[config.mk]
export PLATFORM = sky130hd
export DESIGN_NAME = host_bus_fabric
export DESIGN_NICKNAME = d
export VERILOG_FILES = /design/src/rtl/host_bus_fabric.sv
export SDC_FILE = /design/constraint.sdc
export NUM_CORES = 1
export LEC_CHECK = 0
export CAP_MARGIN = 20
export CORE_AREA = 8 8 91 93
export DETAILED_ROUTE_END_ITERATION = 6
export DIE_AREA = 0 0 99 101
export GPL_TIMING_DRIVEN = 0
export HOLD_SLACK_MARGIN = 0.02
export PLACE_DENSITY = 0.69
export SETUP_SLACK_MARGIN = 0.05
export SLEW_MARGIN = 20
export SYNTH_ARGS = -nofsm -noshare
export SYNTH_HDL_FRONTEND = slang
export SYNTH_SLANG_ARGS = --single-unit
[constraint.sdc]
create_clock -name I_clock -period 2.45 [get_ports I_clock]
set_clock_uncertainty 0.05 [all_clocks]
set_input_delay 0.49 -clock I_clock [delete_from_list [all_inputs] [get_ports I_clock]]
set_output_delay 0.49 -clock I_clock [all_outputs]
set_load 0.03 [all_outputs]
[src/rtl/host_bus_fabric.sv]
// host_bus_fabric: address decoder and transfer sequencer for the 2A03 core bus.
//
// A table of P_channels address windows replaces fixed decoding. Each window
// has its own wait-state count. The block holds the core's ready low while a
// slow slave is accessed, fires a one-cycle commit strobe per transfer, and
// returns the last bus value (open bus) on unmapped reads.
//
// Ports:
//   I_clock, I_reset     clock; asynchronous active-low reset
//   I_addr, I_rden,      core address and read/write strobes (rden & wren
//   I_wren, I_wr_data    together counts as a write), core write data
//   I_rd_data            slave read data, channel i in [8i+7:8i]
//   O_rd_data            read data to the core (live slave data or open bus)
//   O_ready              low stalls the core
//   O_select             one-hot live window decode, zero on a miss
//   O_strobe             one-cycle commit pulse to the serviced slave
//   O_miss               one-cycle pulse when an access hits no window

// Single address window match; mask bit 0 = don't care (mirroring).
module host_bus_win #(
  parameter logic [15:0] P_base_w = 16'h0000,
  parameter logic [15:0] P_mask_w = 16'h0000
) (
  input  logic [15:0] I_addr,
  output logic        O_hit
);
  assign O_hit = ((I_addr ^ P_base_w) & P_mask_w) == 16'h0000;
endmodule

module host_bus_fabric #(
  parameter int                              P_channels   = 3,
  parameter int                              P_wait_bits  = 3,
  parameter logic [P_channels*16-1:0]        P_base       = {16'h0000, 16'h2000, 16'h0000},
  parameter logic [P_channels*16-1:0]        P_mask       = {16'h0000, 16'hE000, 16'hE000},
  parameter logic [P_channels*P_wait_bits-1:0] P_wait     = {3'd2, 3'd1, 3'd0},
  parameter logic [7:0]                      P_open_reset = 8'hFF
) (
  input  logic                      I_clock,
  input  logic                      I_reset,
  input  logic [15:0]               I_addr,
  input  logic                      I_rden,
  input  logic                      I_wren,
  input  logic [7:0]                I_wr_data,
  input  logic [P_channels*8-1:0]   I_rd_data,
  output logic [7:0]                O_rd_data,
  output logic                      O_ready,
  output logic [P_channels-1:0]     O_select,
  output logic [P_channels-1:0]     O_strobe,
  output logic                      O_miss
);

  localparam int CW = (P_channels > 1) ? $clog2(P_channels) : 1;

  typedef enum logic [1:0] {S_IDLE, S_WAIT, S_DONE} state_t;

  // Context of the transfer in flight: address for the DONE hold compare,
  // channel so a stalled transfer ignores later address changes.
  typedef struct packed {
    logic [15:0]   addr;
    logic [CW-1:0] ch;
  } xfer_t;

  state_t                               state, state_nxt;
  logic [P_wait_bits-1:0]               cnt, cnt_nxt;
  xfer_t                                xfer, xfer_nxt;
  logic [7:0]                           open_bus, open_nxt;

  logic [P_channels-1:0]                hit_vec;
  logic [P_channels-1:0][7:0]           slv_data;
  logic [P_channels-1:0][P_wait_bits-1:0] ch_wait;
  logic                                 live_hit;
  logic [CW-1:0]                        live_ch;
  logic                                 access, is_wr, is_rd, eval_new;
  logic                                 rd_hit;
  logic [CW-1:0]                        rd_ch;

  assign slv_data = I_rd_data;
  assign ch_wait  = P_wait;
  assign access   = I_rden | I_wren;
  assign is_wr    = I_wren;
  assign is_rd    = I_rden & ~I_wren;

  for (genvar g = 0; g < P_channels; g++) begin : g_win
    host_bus_win #(
      .P_base_w(P_base[16*g +: 16]),
      .P_mask_w(P_mask[16*g +: 16])
    ) u_win (
      .I_addr(I_addr),
      .O_hit (hit_vec[g])
    );
  end

  function automatic logic [P_channels-1:0] onehot(input logic [CW-1:0] ch);
    onehot = '0;
    for (int i = 0; i < P_channels; i++)
      if (ch == CW'(i)) onehot[i] = 1'b1;
  endfunction

  // Lowest index wins: scan downward so the last assignment is the lowest hit.
  always_comb begin
    live_hit = 1'b0;
    live_ch  = '0;
    for (int i = P_channels - 1; i >= 0; i--) begin
      if (hit_vec[i]) begin
        live_hit = 1'b1;
        live_ch  = CW'(i);
      end
    end
  end

  assign O_select = live_hit ? onehot(live_ch) : '0;

  // A stalled transfer reads from its latched channel; otherwise live decode.
  assign rd_ch     = (state == S_WAIT) ? xfer.ch : live_ch;
  assign rd_hit    = (state == S_WAIT) ? 1'b1    : live_hit;
  assign O_rd_data = (is_rd && rd_hit) ? slv_data[rd_ch] : open_bus;

  always_comb begin
    state_nxt = state;
    cnt_nxt   = cnt;
    xfer_nxt  = xfer;
    open_nxt  = open_bus;
    O_ready   = 1'b1;
    O_strobe  = '0;
    O_miss    = 1'b0;
    eval_new  = 1'b0;

    case (state)
      S_IDLE: eval_new = access;
      S_WAIT: begin
        if (!access) begin
          state_nxt = S_IDLE;
        end else if (cnt == '0) begin
          O_strobe  = onehot(xfer.ch);
          open_nxt  = is_wr ? I_wr_data : slv_data[xfer.ch];
          state_nxt = S_DONE;
        end else begin
          O_ready = 1'b0;
          cnt_nxt = cnt - P_wait_bits'(1);
        end
      end
      S_DONE: begin
        if (!access)                    state_nxt = S_IDLE;
        else if (I_addr != xfer.addr)   eval_new  = 1'b1;  // back-to-back
      end
      default: state_nxt = S_IDLE;
    endcase

    // New transfer evaluation, shared by IDLE and a changed address in DONE.
    if (eval_new) begin
      xfer_nxt.addr = I_addr;
      xfer_nxt.ch   = live_ch;
      if (!live_hit) begin
        O_miss    = 1'b1;
        if (is_wr) open_nxt = I_wr_data;
        state_nxt = S_DONE;
      end else if (ch_wait[live_ch] == '0) begin
        O_strobe  = onehot(live_ch);
        open_nxt  = is_wr ? I_wr_data : slv_data[live_ch];
        state_nxt = S_DONE;
      end else begin
        O_ready   = 1'b0;
        cnt_nxt   = ch_wait[live_ch] - P_wait_bits'(1);
        state_nxt = S_WAIT;
      end
    end

    // Outputs take their idle values for as long as reset is held.
    if (!I_reset) begin
      O_ready  = 1'b1;
      O_strobe = '0;
      O_miss   = 1'b0;
    end
  end

  always_ff @(posedge I_clock or negedge I_reset) begin
    if (!I_reset) begin
      state    <= S_IDLE;
      cnt      <= '0;
      xfer     <= '0;
      open_bus <= P_open_reset;
    end else begin
      state    <= state_nxt;
      cnt      <= cnt_nxt;
      xfer     <= xfer_nxt;
      open_bus <= open_nxt;
    end
  end

endmodule

# [Yosys cells after proc, flatten, opt, wreduce, memory -nomap -nowiden]
# Cells that the tools add are included.
[classes] eq_ne=10 muxes=51 addsub=2 bitwise=4 n_reduce_logical=8 n_lt_le_gt_ge=3
[ops] op="8-bit 2-to-1 mux" n=11
[ops] op="8-bit binary-select mux with 2-bit select" n=3
[ops] op="3-bit 2-to-1 mux" n=12
[ops] op="16-bit logical NOT" n=2
[ops] op="2-bit 2-to-1 mux" n=8
[ops] op="16-bit != test" n=1
[ops] op="1-bit 2-to-1 mux" n=14
[ops] op="2-bit by 3-bit < comparator with 1-bit output (second input constant)" n=3
[ops] op="3-bit binary-select mux with 2-bit select" n=1
[ops] op="2-bit by 1-bit == test with 1-bit output (second input constant)" n=3
[ops] op="2-bit == test (second input constant)" n=3
[ops] op="2-bit logical NOT" n=3
[ops] op="3-bit logical NOT" n=2
[ops] op="2-bit case mux with 3 select lines" n=1
[ops] op="3-bit by 1-bit subtractor with 3-bit output (second input constant)" n=2
[ops] op="4-bit by 3-bit != test with 1-bit output (second input constant)" n=1
[ops] op="3-bit != test (second input constant)" n=1
[ops] op="3-bit AND reduction" n=1
[ops] op="2-bit != test (second input constant)" n=1
[ops] op="1-bit inverter" n=2
[ops] op="1-bit case mux with 2 select lines" n=1
[ops] op="1-bit bitwise AND" n=1
[ops] op="1-bit bitwise OR" n=1
[word_totals] word_cells=83 ff_bits=31 out_inout_bits=16

# [Depth between registers and ports, before layout]
# Gate-level depths: netlist of run 1.
[logic_depth] ltp_word=10 mapped_depth=8

# [Modules after synthesis]
# From an unflattened synthesis of run 1, not the netlist that was laid out.
[unflattened] hier_cells=245 hier_area_um2=2403.6
[by_module_without_submodules] mod="host_bus_fabric" cells_each=241 instances=1 area_per_inst_um2=2369.8
[by_module_without_submodules] mod="host_bus_win at g_win[1].u_win" cells_each=1 instances=1 area_per_inst_um2=12.5
[by_module_without_submodules] mod="host_bus_win at g_win[2].u_win" cells_each=2 instances=1 area_per_inst_um2=11.3
[by_module_without_submodules] mod="host_bus_win at g_win[0].u_win" cells_each=1 instances=1 area_per_inst_um2=10.0

# [Least setup slack after synthesis of run 1]
# Ideal clock, no wire load.
[synth_timing] kind="input to output" start="in I_addr[14]" end="out O_rd_data[0]" n_path_buf=1 path_stages=7 arrival_time_ps=2240 setup_slack_ps=-330 cell_sequence="nor2_1 > inv_1 > mux2i_2 > and2_0 > buf_2 > a21oi_1 > a21oi_1"
[synth_via] elab_chain_len=7 elab_cells_between_ends=8
[synth_rtl] element="start: declaration" line_no="40" source="input logic [15:0] I_addr,"
[synth_rtl] element="16-bit logical NOT" line_no="27" source="assign O_hit = ((I_addr ^ P_base_w) & P_mask_w) == 16'h0000;"
[synth_rtl] element="2-bit 2-to-1 mux" line_no="104" source="if (hit_vec[i]) begin"
[synth_rtl] element="2-bit 2-to-1 mux (*)" line_no="104"
[synth_rtl] element="2-bit 2-to-1 mux (*)" line_no="114" source="assign rd_ch = (state == S_WAIT) ? xfer.ch : live_ch;"
[synth_rtl] element="8-bit binary-select mux with 2-bit select (*)" line_no="116" source="assign O_rd_data = (is_rd && rd_hit) ? slv_data[rd_ch] : open_bus;"
[synth_rtl] element="8-bit 2-to-1 mux (not written as such) (*)" line_no="116"
[synth_rtl] element="8-bit 2-to-1 mux (*)" line_no="116"
[synth_rtl] element="end: declaration" line_no="45" source="output logic [7:0] O_rd_data,"
# Mark *: on every way between the ends. The rest lies on a longest branch, timed or not. The select of a mux whose other input is x is not followed.

# [Final worst setup path of run 1]
[layout_timing] start="in I_addr[8]" end="out O_ready"
[layout_via] elab_chain_len=6
[layout_rtl] element="16-bit != test" line_no="144" source="else if (I_addr != xfer.addr) eval_new = 1'b1;"
[layout_rtl] element="1-bit 2-to-1 mux" line_no="144"
[layout_rtl] element="1-bit 2-to-1 mux" line_no="143" source="if (!access) state_nxt = S_IDLE;"
[layout_rtl] element="1-bit case mux with 2 select lines" line_no="128" source="case (state)"
[layout_rtl] element="1-bit 2-to-1 mux" line_no="150" source="if (eval_new) begin"
[layout_rtl] element="1-bit 2-to-1 mux" line_no="169" source="if (!I_reset) begin"
[layout_rtl] element="end: declaration" line_no="46" source="output logic O_ready,"
# Every way passes these cells.

==> results.ini, run 1 <==
[outcome]
status=finished, violations left
violations=setup timing

[synthesis]
yosysWarnings=0
ys.flop_type=dfrtp_1
synth_largest_area_cell=dfrtp_1
synth-edff-count=0
ys_ff_latch=31
synth-seq-area-share_pct=33.5
syn_area_mm2=0.00234
synth_cells=275
avgSynthCellArea_um2=8.53
synth_nets=329
async_flop_share_pct=100
synth_top_cell_area_share_pct=24.5
synthTopCellsByArea=dfrtp_1 25%, mux2i_1 14%, dfstp_2 9.0%
synthDistinctLibCells=37

[place]
place_inst=424
dp.final_hpwl_um=5660
gp_congestion=0.818
placed_cell_area_mm2=0.00321
port_buffers=66
place_ws_ps=-1340

[cts]
cts.sinks=31
clk_pin_slew_ps=70
clock_latency_ps=290
cts_tree=done
h-tree-depth=2
clk_path_buf_depth=2
numCtsBuffers=5
cts.root.buffer_cell=clkbuf_8

[final_layout]
drive_above_1_share_pct=30.8
nets=426
finalNonFillerCells=456
design_area_mm2=0.00361
final-seq-area_um2=787
mostFrequentLayoutCells=41 x nor2_1, 33 x mux2i_1, 33 x clkdlybuf4s50_1
syn2layout_area_growth_pct=53.8
multiInputGateArea_mm2=0.00162
final_common_cell=nor2_1
fill_cells=673

[worst_setup_path]
cpLargestDelayFamily=buffers and inverters
cpPeakStageDelay_ps=320
r2r_start=xfer[10]
start_kind=input pin
path_cells=clkdlybuf4s15_1 > xor2_1 > nor4_1 > nand2_1 > o31ai_4 > buf_4 > buf_6 > o22ai_4 > nand2_4 > buf_6
cpMostUsedCell=buf_6
worstPathRequired_ps=1910
critPathBufInv=4
ff2ff_path_depth=8
crit_path_end_kind=primary output
r2r_slack_ps=170
crit_type=input pin to primary output
r2r_end=xfer[9]
cp.arrival_ps=2180
worstPathMaxFanout=2
slowest_stage=o31ai_4

[floorplan]
initial_utilization_pct=33.8
dieArea_mm2=0.0100
core.rowCount=31
ioPinCount=68
core-area_mm2=0.00694
die_y_um=101
fp.dieW_um=99

[sta]
period_share_pct=111
worst_slack_ps=-272
slew_violations=0
min_period_ps=2720
max_slew_margin_pct=51.0
setup_violations=2
max_freq_mhz=367
hold_violations=0
rsz0062_at_grt=true
tightest_slew_ps=736
tns_ps=-517

[route]
ant_nets=0
wirelength_um=7990
first_iter_violations=93
drc=0
avgRoutedWirePerCell_um=17.5
drt_pass1_iterations=4
viasPerCell=5.29
num_vias=2414

[power_and_ir_drop]
power_frac_seq_pct=27.5
intPower_mw=2.15
power_frac_comb_pct=57.6
power_density_mw_per_mm2=997
ir_drop_mv=0.532
p_leak_nw=1.57
p_sw_share_pct=40.2
power_frac_clock_pct=14.9
finalPower_mw=3.60
p_sw_mw=1.44

[global_route]
overflow=0
grt_pass1_wl_um=12800
grt_max_degree=26
grt_pass1_vias=2577
track_usage_pct=16.3
antenna_found_initial=0

[worst_hold_path]
hold_path_class=input pin to async pin

[job]
maxCapViolations=0

==> logic make-up after synthesis <==
kind of cell / share of synthesized area, %
buf+inv: 4.54
mux: 20.0
other cells: 0.160
xor+xnor: 6.35
simple gates: 19.3
fa+ha+maj: 1.07
compound gates: 15.1
flops: 33.5
==> synthesized netlist by cell type (3+ instances only) <==
| library cell | count |
|---|---|
| a211oi_1 | 16 |
| a21oi_1 | 33 |
| buf_1 | 3 |
| clkbuf_1 | 10 |
| dfrtp_1 | 23 |
| dfstp_2 | 8 |
| inv_1 | 6 |
| mux2_2 | 11 |
| mux2i_1 | 33 |
| nand2_1 | 21 |
| nor2_1 | 44 |
| nor2b_1 | 11 |
| nor3_1 | 9 |
| nor4_1 | 3 |
| xnor2_1 | 5 |
| xor2_1 | 12 |
==> power groups by stage <==
| stage | sequential, mW | combinational (mW) | clock, mW |
|---|---|---|---|
| finish | 0.988 | 2.07 | 0.536 |
| floorplan | 0.936 | 1.26 | 0 |
| global placement | 0.962 | 1.70 | 0 |
| CTS | 0.982 | 1.99 | 0.553 |
| detailed placement | 0.977 | 1.74 | 0 |
| global route | 1.01 | 2.24 | 0.570 |
==> area by class of cell <==
cell class | instances | share of cell area [%]
sequential | 31 | 21.8
tap | 82 | 2.84
inverter | 6 | 0.624
timing repair buffer | 90 | 23.2
multi-input combinational | 221 | 44.8
clock buffer | 6 | 2.29
clock inverter | 2 | 0.971
buffer | 17 | 3.36
antenna | 1 | 0.0694
==> layer usage <==
layer  global-route usage, %  wire length [um]  vias up
met3                    5.32               701        6
met2                    27.6              3720      104
met1                    19.0              3500     1150
li1                        -                 -     1154
met5                       0                 0        -
met4                    5.08                69        0
==> registers in the layout, summed over array words and instances (netlist names) <==
signal    flops
xfer         18
open_bus      8
cnt           3
state         2
==> metrics by stage <==
stage          util, %  hold WS (ps)
2_1_floorplan        -           144
3_3_place_gp      46.0           430
3_5_place_dp      46.2           326
4_1_cts           51.3           182
5_1_grt           51.9           189
6_report          52.0           187
==> worst max-delay path by stage <==
stage,from,slack [ps],endpoint,depth (start not counted)
finish,I_addr[8],-270,O_ready,10
global route,xfer[2],-350,O_ready,9
CTS,xfer[2],-240,O_strobe[0],9
detailed placement,I_addr[4],-1340,O_ready,9
global placement,I_reset,-1490,O_strobe[1],4
floorplan,cnt[0],-5,O_strobe[1],6
==> what timing repair did <==
action                                  4_1_cts  5_1_grt
hold buffers                                  1        0
endpoints found under the hold margin         5        0
pin swaps                                    27       13
endpoints found under the setup margin       40       23
gates resized for setup                     142       13
setup buffers                                17        6
Note: power is estimated with default switching activity, not from simulation.
==> inputs of run 2 (changes only) <==
--- a/config.mk
+++ b/config.mk
@@ -6,12 +6,13 @@
 export NUM_CORES = 1
 export LEC_CHECK = 0
 export CAP_MARGIN = 20
-export CORE_AREA = 8 8 91 93
+export CORE_AREA = 8 8 106 108
 export DETAILED_ROUTE_END_ITERATION = 6
-export DIE_AREA = 0 0 99 101
+export DIE_AREA = 0 0 114 116
 export GPL_TIMING_DRIVEN = 0
 export HOLD_SLACK_MARGIN = 0.02
-export PLACE_DENSITY = 0.69
+export PLACE_DENSITY = 0.54
+export REMOVE_ABC_BUFFERS = 1
 export SETUP_SLACK_MARGIN = 0.05
 export SLEW_MARGIN = 20
 export SYNTH_ARGS = -nofsm -noshare
==> results.ini, run 2 (synthesized netlist as in run 1, its figures left out) <==
[worst_setup_path]
cpMostUsedCell=buf_6  ; unchanged
slowest_stage=o31ai_4  ; unchanged
crit_type=input pin to primary output  ; unchanged
ff2ff_path_depth=7  ; was 8
start_kind=input pin  ; unchanged
r2r_end=xfer[6]  ; was xfer[9]
r2r_slack_ps=210  ; was 170 ps
r2r_start=xfer[12]  ; was xfer[10]
worstPathMaxFanout=2  ; unchanged
path_cells=clkdlybuf4s15_1 > xor2_1 > nor4_2 > nand4_1 > o31ai_4 > buf_6 > o22ai_4 > nand2_2 > buf_6  ; was clkdlybuf4s15_1 > xor2_1 > nor4_1 > nand2_1 > o31ai_4 > buf_4 > buf_6 > o22ai_4 > nand2_4 > buf_6
worstPathRequired_ps=1910  ; about the same
cpPeakStageDelay_ps=320  ; about the same
cpLargestDelayFamily=simple AND/OR/NAND/NOR gates  ; was buffers and inverters
critPathBufInv=3  ; was 4
startpoint=I_addr[10]  ; was I_addr[8]
crit_path_end_kind=primary output  ; unchanged
cp.arrival_ps=2080  ; was 2180 ps

[place]
place_inst=458  ; was 424
placed_cell_area_mm2=0.00312  ; was 0.00321 mm^2
port_buffers=66  ; unchanged
gp_congestion=0.738  ; was 0.818
dp.final_hpwl_um=5230  ; was 5660 um

[global_route]
overflow=0  ; unchanged
grt_pass1_wl_um=12400  ; was 12800 um
grt_max_degree=35  ; was 26
antenna_found_initial=0  ; unchanged
grt_pass1_vias=2430  ; was 2577
track_usage_pct=12.0  ; was 16.3%

[final_layout]
finalNonFillerCells=486  ; was 456
nets=406  ; was 426
fill_cells=986  ; was 673
reg_top3=xfer x18, open_bus x8, cnt x3  ; unchanged
max_flop_register=xfer  ; unchanged
final_common_cell=nor2_1  ; unchanged
diodes=0  ; was 1
drive_above_1_share_pct=26.1  ; was 30.8%
mostFrequentLayoutCells=41 x nor2_1, 35 x clkdlybuf4s50_1, 33 x mux2i_1  ; was 41 x nor2_1, 33 x mux2i_1, 33 x clkdlybuf4s50_1
design_area_mm2=0.00344  ; was 0.00361 mm^2
largest_reg_flops=18  ; unchanged
syn2layout_area_growth_pct=46.6  ; was 53.8%

[floorplan]
initial_utilization_pct=24.6  ; was 33.8%
core.rowCount=36  ; was 31
ioPinCount=68  ; unchanged
die_y_um=116  ; was 101 um
dieArea_mm2=0.0132  ; was 0.0100 mm^2
fp.dieW_um=114  ; was 99 um
core-area_mm2=0.00955  ; was 0.00694 mm^2

[cts]
cts.sinks=31  ; unchanged
cts.root.buffer_cell=clkbuf_8  ; unchanged
clock_latency_ps=280  ; was 290 ps
h-tree-depth=2  ; unchanged
cts_tree=done  ; unchanged
clk_path_buf_depth=2  ; unchanged
numCtsBuffers=5  ; unchanged
hold_buffers=0  ; was 1
clk_pin_slew_ps=70  ; about the same

[outcome]
status=finished, violations left  ; unchanged
violations=setup timing  ; unchanged

[route]
drt_pass1_iterations=4  ; unchanged
first_iter_violations=109  ; was 93
ant_nets=0  ; unchanged
wirelength_um=7770  ; was 7990 um
num_vias=2292  ; was 2414
drc=0  ; unchanged
avgRoutedWirePerCell_um=16.0  ; was 17.5 um
viasPerCell=4.72  ; was 5.29

[sta]
worst_slack_ps=-170  ; was -272 ps
hold_violations=0  ; unchanged
period_share_pct=107  ; was 111%
slew_violations=0  ; unchanged
setup_violations=4  ; was 2
max_freq_mhz=382  ; was 367 MHz
tns_ps=-320  ; was -517 ps
tightest_slew_ps=545  ; was 736 ps
max_slew_margin_pct=63.6  ; was 51.0%
min_period_ps=2620  ; was 2720 ps
whs_ps=62.0  ; was 187 ps
rsz0062_at_grt=true  ; unchanged

[power_and_ir_drop]
power_frac_comb_pct=56.3  ; was 57.6%
p_leak_nw=1.49  ; was 1.57 nW
power_frac_clock_pct=12.1  ; was 14.9%
p_sw_share_pct=41.8  ; was 40.2%
power_frac_seq_pct=31.5  ; was 27.5%
intPower_mw=1.90  ; was 2.15 mW
power_density_mw_per_mm2=948  ; was 997 mW/mm^2
p_sw_mw=1.36  ; was 1.44 mW
ir_drop_mv=0.404  ; was 0.532 mV

[job]
maxCapViolations=0  ; unchanged

[worst_hold_path]
hold_path_class=input pin to async pin  ; unchanged

## run 2: cell types whose count changed in the layout (fill, tap and decap cells not counted), sizes merged
cell / before / now
buf: 45 / 37
bufinv: 1 / 0
clkbuf: 17 / 6
clkdlybuf4s15: 5 / 3
clkdlybuf4s50: 33 / 35
clkinvlp: 0 / 1
diode: 1 / 0
dlygate4sd2: 12 / 10
dlygate4sd3: 1 / 0
dlymetal6s2s: 0 / 1
nor2: 45 / 46
## run 2: repair_timing
item                       CTS  global route
hold endpoints to repair     0             0
resized for setup          142             6
setup endpoints to repair   41            23
setup buffers               17             3
pin swaps                   22            11
gates cloned                 1             0
## run 2: metal layers
metal  vias up  global-route usage (%)  routed length (um)
met4         0                    4.17                 123
met2        81                    19.7                3580
met1      1085                    14.1                3340
li1       1111                       -                   -
met5         -                       0                   0
met3        15                    4.33                 730
## run 2: power groups by stage
stage               clock network [mW]  registers, mW  logic, mW
CTS                              0.417           1.03       1.81
finish                           0.395           1.03       1.84
floorplan                            0          0.961       1.09
global placement                     0           1.01       1.53
detailed placement                   0           1.02       1.56
global route                     0.436           1.06       2.01
## run 2: cell type report
class / instances / area [um^2] / share of cell area (%)
multi-input cells: 222 / 1590 / 46.2
flip-flops and latches: 31 / 792 / 23.0
clock buffers: 6 / 72.6 / 2.11
clock inverters: 2 / 12.5 / 0.364
repair buffers: 86 / 785 / 22.8
well taps: 133 / 166 / 4.84
inverters: 6 / 22.5 / 0.655
## run 2: worst max-delay path by stage
stage                         to  slack (ps)  cells past startpoint
global route             O_ready        -280                      8
global placement    O_rd_data[3]       -2840                      8
finish                   O_ready        -170                      9
detailed placement  O_rd_data[3]       -2500                      8
CTS                      O_ready        -180                      8
floorplan           O_rd_data[0]       -1200                      6
## run 2: per-stage QoR
stage                     worst slack, ps  total power [mW]  util, %
final                                -170              3.26     36.0
after detailed placement            -2500              2.58     32.6
after floorplan                     -1200              2.05        -
after CTS                            -175              3.25     35.6
after global routing                 -285              3.51     36.0
after global placement              -2840              2.53     32.3
==> inputs of run 3 (changes only) <==
--- a/config.mk
+++ b/config.mk
@@ -7,11 +7,12 @@
 export LEC_CHECK = 0
 export CAP_MARGIN = 20
 export CORE_AREA = 8 8 106 108
+export CTS_CLUSTER_SIZE = 8
 export DETAILED_ROUTE_END_ITERATION = 6
 export DIE_AREA = 0 0 114 116
 export GPL_TIMING_DRIVEN = 0
 export HOLD_SLACK_MARGIN = 0.02
-export PLACE_DENSITY = 0.54
+export PLACE_DENSITY = 0.52
 export REMOVE_ABC_BUFFERS = 1
 export SETUP_SLACK_MARGIN = 0.05
 export SLEW_MARGIN = 20
==> constraint.sdc (replaced) <==
create_clock -name I_clock -period 3.3 [get_ports I_clock]
set_clock_uncertainty 0.05 [all_clocks]
set_input_delay 0.66 -clock I_clock [delete_from_list [all_inputs] [get_ports I_clock]]
set_output_delay 0.66 -clock I_clock [all_outputs]
set_load 0.03 [all_outputs]
==> results.ini, run 3 (synthesized netlist as in run 1, its figures left out) <==
[sta]
max_freq_mhz=317
rsz0062_at_grt=true  ; unchanged
period_share_pct=95.5
hold_violations=0  ; unchanged
min_period_ps=3150
setup_violations=0  ; was 4
worst_slack_ps=149  ; was -170 ps
slew_violations=0  ; unchanged
tightest_slew_ps=725  ; was 545 ps
max_slew_margin_pct=51.4  ; was 63.6%
whs_ps=185  ; was 62.0 ps
tns_ps=0  ; was -320 ps

[worst_setup_path]
slowest_stage=clkdlybuf4s50_1  ; was o31ai_4
cp.arrival_ps=2440  ; was 2080 ps
worstPathRequired_ps=2590  ; was 1910 ps
startpoint=I_rden  ; was I_addr[10]
cpPeakStageDelay_ps=490  ; was 320 ps
r2r_start=xfer[2]  ; was xfer[12]
path_cells=clkdlybuf4s50_1 > nor2_1 > nor2_2 > o31ai_4 > or3_4 > a21oi_1 > buf_2  ; was clkdlybuf4s15_1 > xor2_1 > nor4_2 > nand4_1 > o31ai_4 > buf_6 > o22ai_4 > nand2_2 > buf_6
crit_path_end_kind=primary output  ; unchanged
worstPathMaxFanout=6  ; was 2
start_kind=input pin  ; unchanged
crit_type=input pin to primary output  ; unchanged

[final_layout]
syn2layout_area_growth_pct=40.0  ; was 46.6%
largest_reg_flops=18  ; unchanged
finalNonFillerCells=474  ; was 486
final_common_cell=clkdlybuf4s50_1  ; was nor2_1
diodes=0  ; unchanged
reg_top3=xfer x18, open_bus x8, cnt x3  ; unchanged
mostFrequentLayoutCells=45 x clkdlybuf4s50_1, 42 x nor2_1, 33 x mux2i_1, 33 x a21oi_1, 22 x dfrtp_1  ; was 41 x nor2_1, 35 x clkdlybuf4s50_1, 33 x mux2i_1
drive_above_1_share_pct=19.1  ; was 26.1%
nets=394  ; was 406
max_flop_register=xfer  ; unchanged
fill_cells=1037  ; was 986

[power_and_ir_drop]
p_leak_nw=1.42  ; was 1.49 nW
p_sw_share_pct=42.3  ; was 41.8%
ir_drop_mv=0.301  ; was 0.404 mV
power_frac_clock_pct=12.8  ; was 12.1%
power_density_mw_per_mm2=685  ; was 948 mW/mm^2
intPower_mw=1.30  ; was 1.90 mW
p_sw_uw=951  ; was 1.36 mW
power_frac_seq_pct=33.5  ; was 31.5%
power_frac_comb_pct=53.6  ; was 56.3%

[route]
num_vias=2199  ; was 2292
wirelength_um=7590  ; was 7770 um
drt_pass1_iterations=4  ; unchanged
avgRoutedWirePerCell_um=16.0  ; about the same
viasPerCell=4.64  ; was 4.72
first_iter_violations=61  ; was 109
drc=0  ; unchanged
ant_nets=0  ; unchanged

[place]
port_buffers=66  ; unchanged
dp.final_hpwl_um=5230  ; about the same
gp_congestion=0.746  ; was 0.738
place_inst=458  ; unchanged
place_ws_ps=-1980  ; was -2500 ps

[floorplan]
fp.dieW_um=114  ; unchanged
initial_utilization_pct=24.6  ; unchanged
die_y_um=116  ; unchanged
core-area_mm2=0.00955  ; unchanged
core.rowCount=36  ; unchanged
ioPinCount=68  ; unchanged
dieArea_mm2=0.0132  ; unchanged

[cts]
clk_pin_slew_ps=60  ; was 70 ps
clk_path_buf_depth=2  ; unchanged
hold_buffers=0  ; unchanged
cts_tree=done  ; unchanged
clock_latency_ps=280  ; about the same
cts.sinks=31  ; unchanged
cts.root.buffer_cell=clkbuf_8  ; unchanged
h-tree-depth=2  ; unchanged
numCtsBuffers=5  ; unchanged

[global_route]
grt_pass1_vias=2341  ; was 2430
overflow=0  ; unchanged
antenna_found_initial=0  ; unchanged
grt_pass1_wl_um=12000  ; was 12400 um
grt_max_degree=35  ; unchanged
track_usage_pct=11.5  ; was 12.0%

[worst_hold_path]
hold_path_class=input pin to async pin  ; unchanged

[job]
maxCapViolations=0  ; unchanged

[outcome]
status=finished clean  ; was finished, violations left

[run 3: cell count changes in the layout (fill, tap and decap cells not counted), sizes merged]
| cell | previous run | this run |
|---|---|---|
| clkdlybuf4s50 | 35 | 45 |
| dlygate4sd2 | 10 | 3 |
| dlymetal6s2s | 1 | 5 |
| buf | 37 | 20 |
| clkinvlp | 1 | 0 |
| clkbuf | 6 | 7 |
| clkdlybuf4s15 | 3 | 0 |
| clkdlybuf4s18 | 0 | 1 |
[run 3: metal layers]
layer / track usage (%) / vias to the layer above / wire (um)
met5: 0 / - / 0
met4: 2.57 / 0 / 61
met3: 3.28 / 8 / 506
met2: 20.0 / 58 / 3600
met1: 13.9 / 1040 / 3430
li1: - / 1093 / -
[run 3: final cells by class]
class	count	area, um^2	share of cell area [%]
clock buffers	7	76.3	2.33
flip-flops and latches	31	787	24.0
well taps	133	166	5.07
inverters	6	22.5	0.686
repair buffers	74	704	21.5
clock inverters	1	5.00	0.152
multi-input cells	222	1520	46.3
[run 3: stage by stage]
stage          power (mW)  utilization [%]  instance area [um^2]
6_report             2.25             34.4                  3280
2_1_floorplan        1.52                -                  2260
4_1_cts              2.28             34.5                  3300
5_1_grt              2.44             34.4                  3280
3_5_place_dp         1.92             32.5                  3110
3_3_place_gp         1.89             32.3                  3090
[run 3: worst max-delay path: cells and delay by family]
| kind | cells | cell delay [ps] |
|---|---|---|
| AOI/OAI and AO/OA | 2 | 270 |
| and+or+nand+nor | 3 | 790 |
| buffers and inverters | 2 | 720 |
[run 3: repair_timing]
item	in CTS	in global routing
setup buffers	7	0
setup endpoints to repair	34	11
pin swaps	5	7
gates resized for setup	63	28
cloned	1	0
[run 3: power by group through the flow]
stage	Combinational, mW	Sequential, mW	Clock [mW]
4_1_cts	1.23	0.753	0.301
3_3_place_gp	1.14	0.750	0
2_1_floorplan	0.810	0.714	0
5_1_grt	1.34	0.781	0.315
6_report	1.21	0.754	0.289
3_5_place_dp	1.16	0.755	0
[run 3: path summary, 6_finish.rpt]
kind,end,slack (ps),cells after the start
hold / removal,xfer[5],180,1
hold reg to reg,xfer[13],450,2
setup / recovery,O_strobe[0],150,7
max in group asynchronous,open_bus[1],2530,2
min in group I_clock,xfer[13],450,2
setup reg to reg,xfer[11],990,7
==> edit (flow settings as in run 2) <==
Encoding of `state_t`: now one-hot (3 bits for 3 states).
--- a/src/rtl/host_bus_fabric.sv
+++ b/src/rtl/host_bus_fabric.sv
@@ -51,7 +51,7 @@
 
   localparam int CW = (P_channels > 1) ? $clog2(P_channels) : 1;
 
-  typedef enum logic [1:0] {S_IDLE, S_WAIT, S_DONE} state_t;
+  typedef enum logic [2:0] {S_IDLE = 3'b001, S_WAIT = 3'b010, S_DONE = 3'b100} state_t;
 
   // Context of the transfer in flight: address for the DONE hold compare,
   // channel so a stalled transfer ignores later address changes.
Formal check against the unedited RTL: same outputs for any inputs over 10 cycles, from zero or initial values and one cycle with I_reset low; not proved beyond that.
==> edit against run 2 <==
  * The run still ends with negative setup slack left
  * Critical path depth fell by 3
  * Routed wire length up 22%
  * Register-to-register slack better by 0.04 ns
  * Synthesized cell count grew 17%
  * Synthesized area up 16%
  * Setup slack got worse by 0.14 ns
  * Final area grew 15%
  * Total power is 9.4% higher
  * Non-clock buffer count is 7 higher
  * Sequential cell count rose by 1
  * Global-route usage grew 2.7 points
  * Critical path type is now reg2out
==> edit: results (changes against run 2) <==
- Largest net degree at the start of global routing: 37 (+5.7%)
- Adder-Cell Fraction of Synth Area: 0.9162% (-0.15 points)
- Layout cell share with drive strength beyond 1: 31.08% (+5.0 points)
- First-pass GRT wire length: 15.40 mm (+24%)
- Final hold slack: 0.08197 ns (+0.01995 ns)
- Sequential element share of the synthesized area: 29.73% (-3.8 points)
- Initial DRC Count: 146 (+34%)
- Post-cts sizing count: 140 (-1.4%)
- Pleak: 1.570 nW (+5.6%)
- Mapped Cells: 321 (+17%)
- Status: finished, violations left
- Reg-to-Reg End: xfer[8]$_DFFE_PN0N_
- Layout fillers: 975 (-1.1%)
- Final HPWL DP: 6.330 mm (+21%)
- Placed cell count: 498 (+8.7%)
- Final setup TNS: -2.491 ns (-2.172 ns)
- Slew HR: 52.24% (-11 points)
- Post-synthesis mux area share: 18.74% (-1.2 points)
- Setup violations, final: 10 (+6)
- Synth top cells by count: a21oi_1 (26), mux2i_1 (25), dfrtp_1 (23)
- Area after DPL: 0.003480 mm2 (+12%)
- Layout Cells excl Fill: 532 (+9.5%)
- Crit. Startpoint: state[0]$_DFFE_PN1P_
- Failing checks: negative setup slack
- Setup slack, reg-to-reg: 0.25 ns (+0.04 ns)
- Post-layout net count: 452 (+11%)
- Crit-path max cell delay: 0.43 ns (+0.11 ns)
- Final worst slack: -0.3135 ns (-0.1436 ns)
- Wire length per cell: 17.88 um (+12%)
[edit: cell count changes after synthesis, moves of 8 or more]
cell / before / now
xor2_1: 12 / 0
a22oi_1: 0 / 16
xnor2_1: 5 / 17
nor2b_1: 11 / 3
a211oi_1: 16 / 8
mux2_4: 0 / 9
o21ai_0: 2 / 17
nand3_1: 1 / 18
inv_1: 6 / 14
mux2i_1: 33 / 25
nor2_1: 44 / 22
[edit: layout make-up]
cell class	instances	area share [%]
Clock buffer	5	1.745
Sequential cell	32	20.72
Tap cell	133	4.221
Timing Repair Buffer	93	21.04
Clock inverter	3	0.6030
Inverter	14	1.333
Multi-Input combinational cell	252	50.33
[edit: per-layer routing]
layer	wire [um]	global-route usage [%]	up-vias
met5	0	0	-
met4	110	3.993	0
met3	598	3.127	9
met2	4651	25.91	93
met1	4152	17.48	1323
li1	-	-	1329
[edit: power by group]
group	switching (mW)	internal (mW)
logic	1.03	0.991
clock network	0.238	0.201
registers	0.267	0.837
total	1.53	2.03
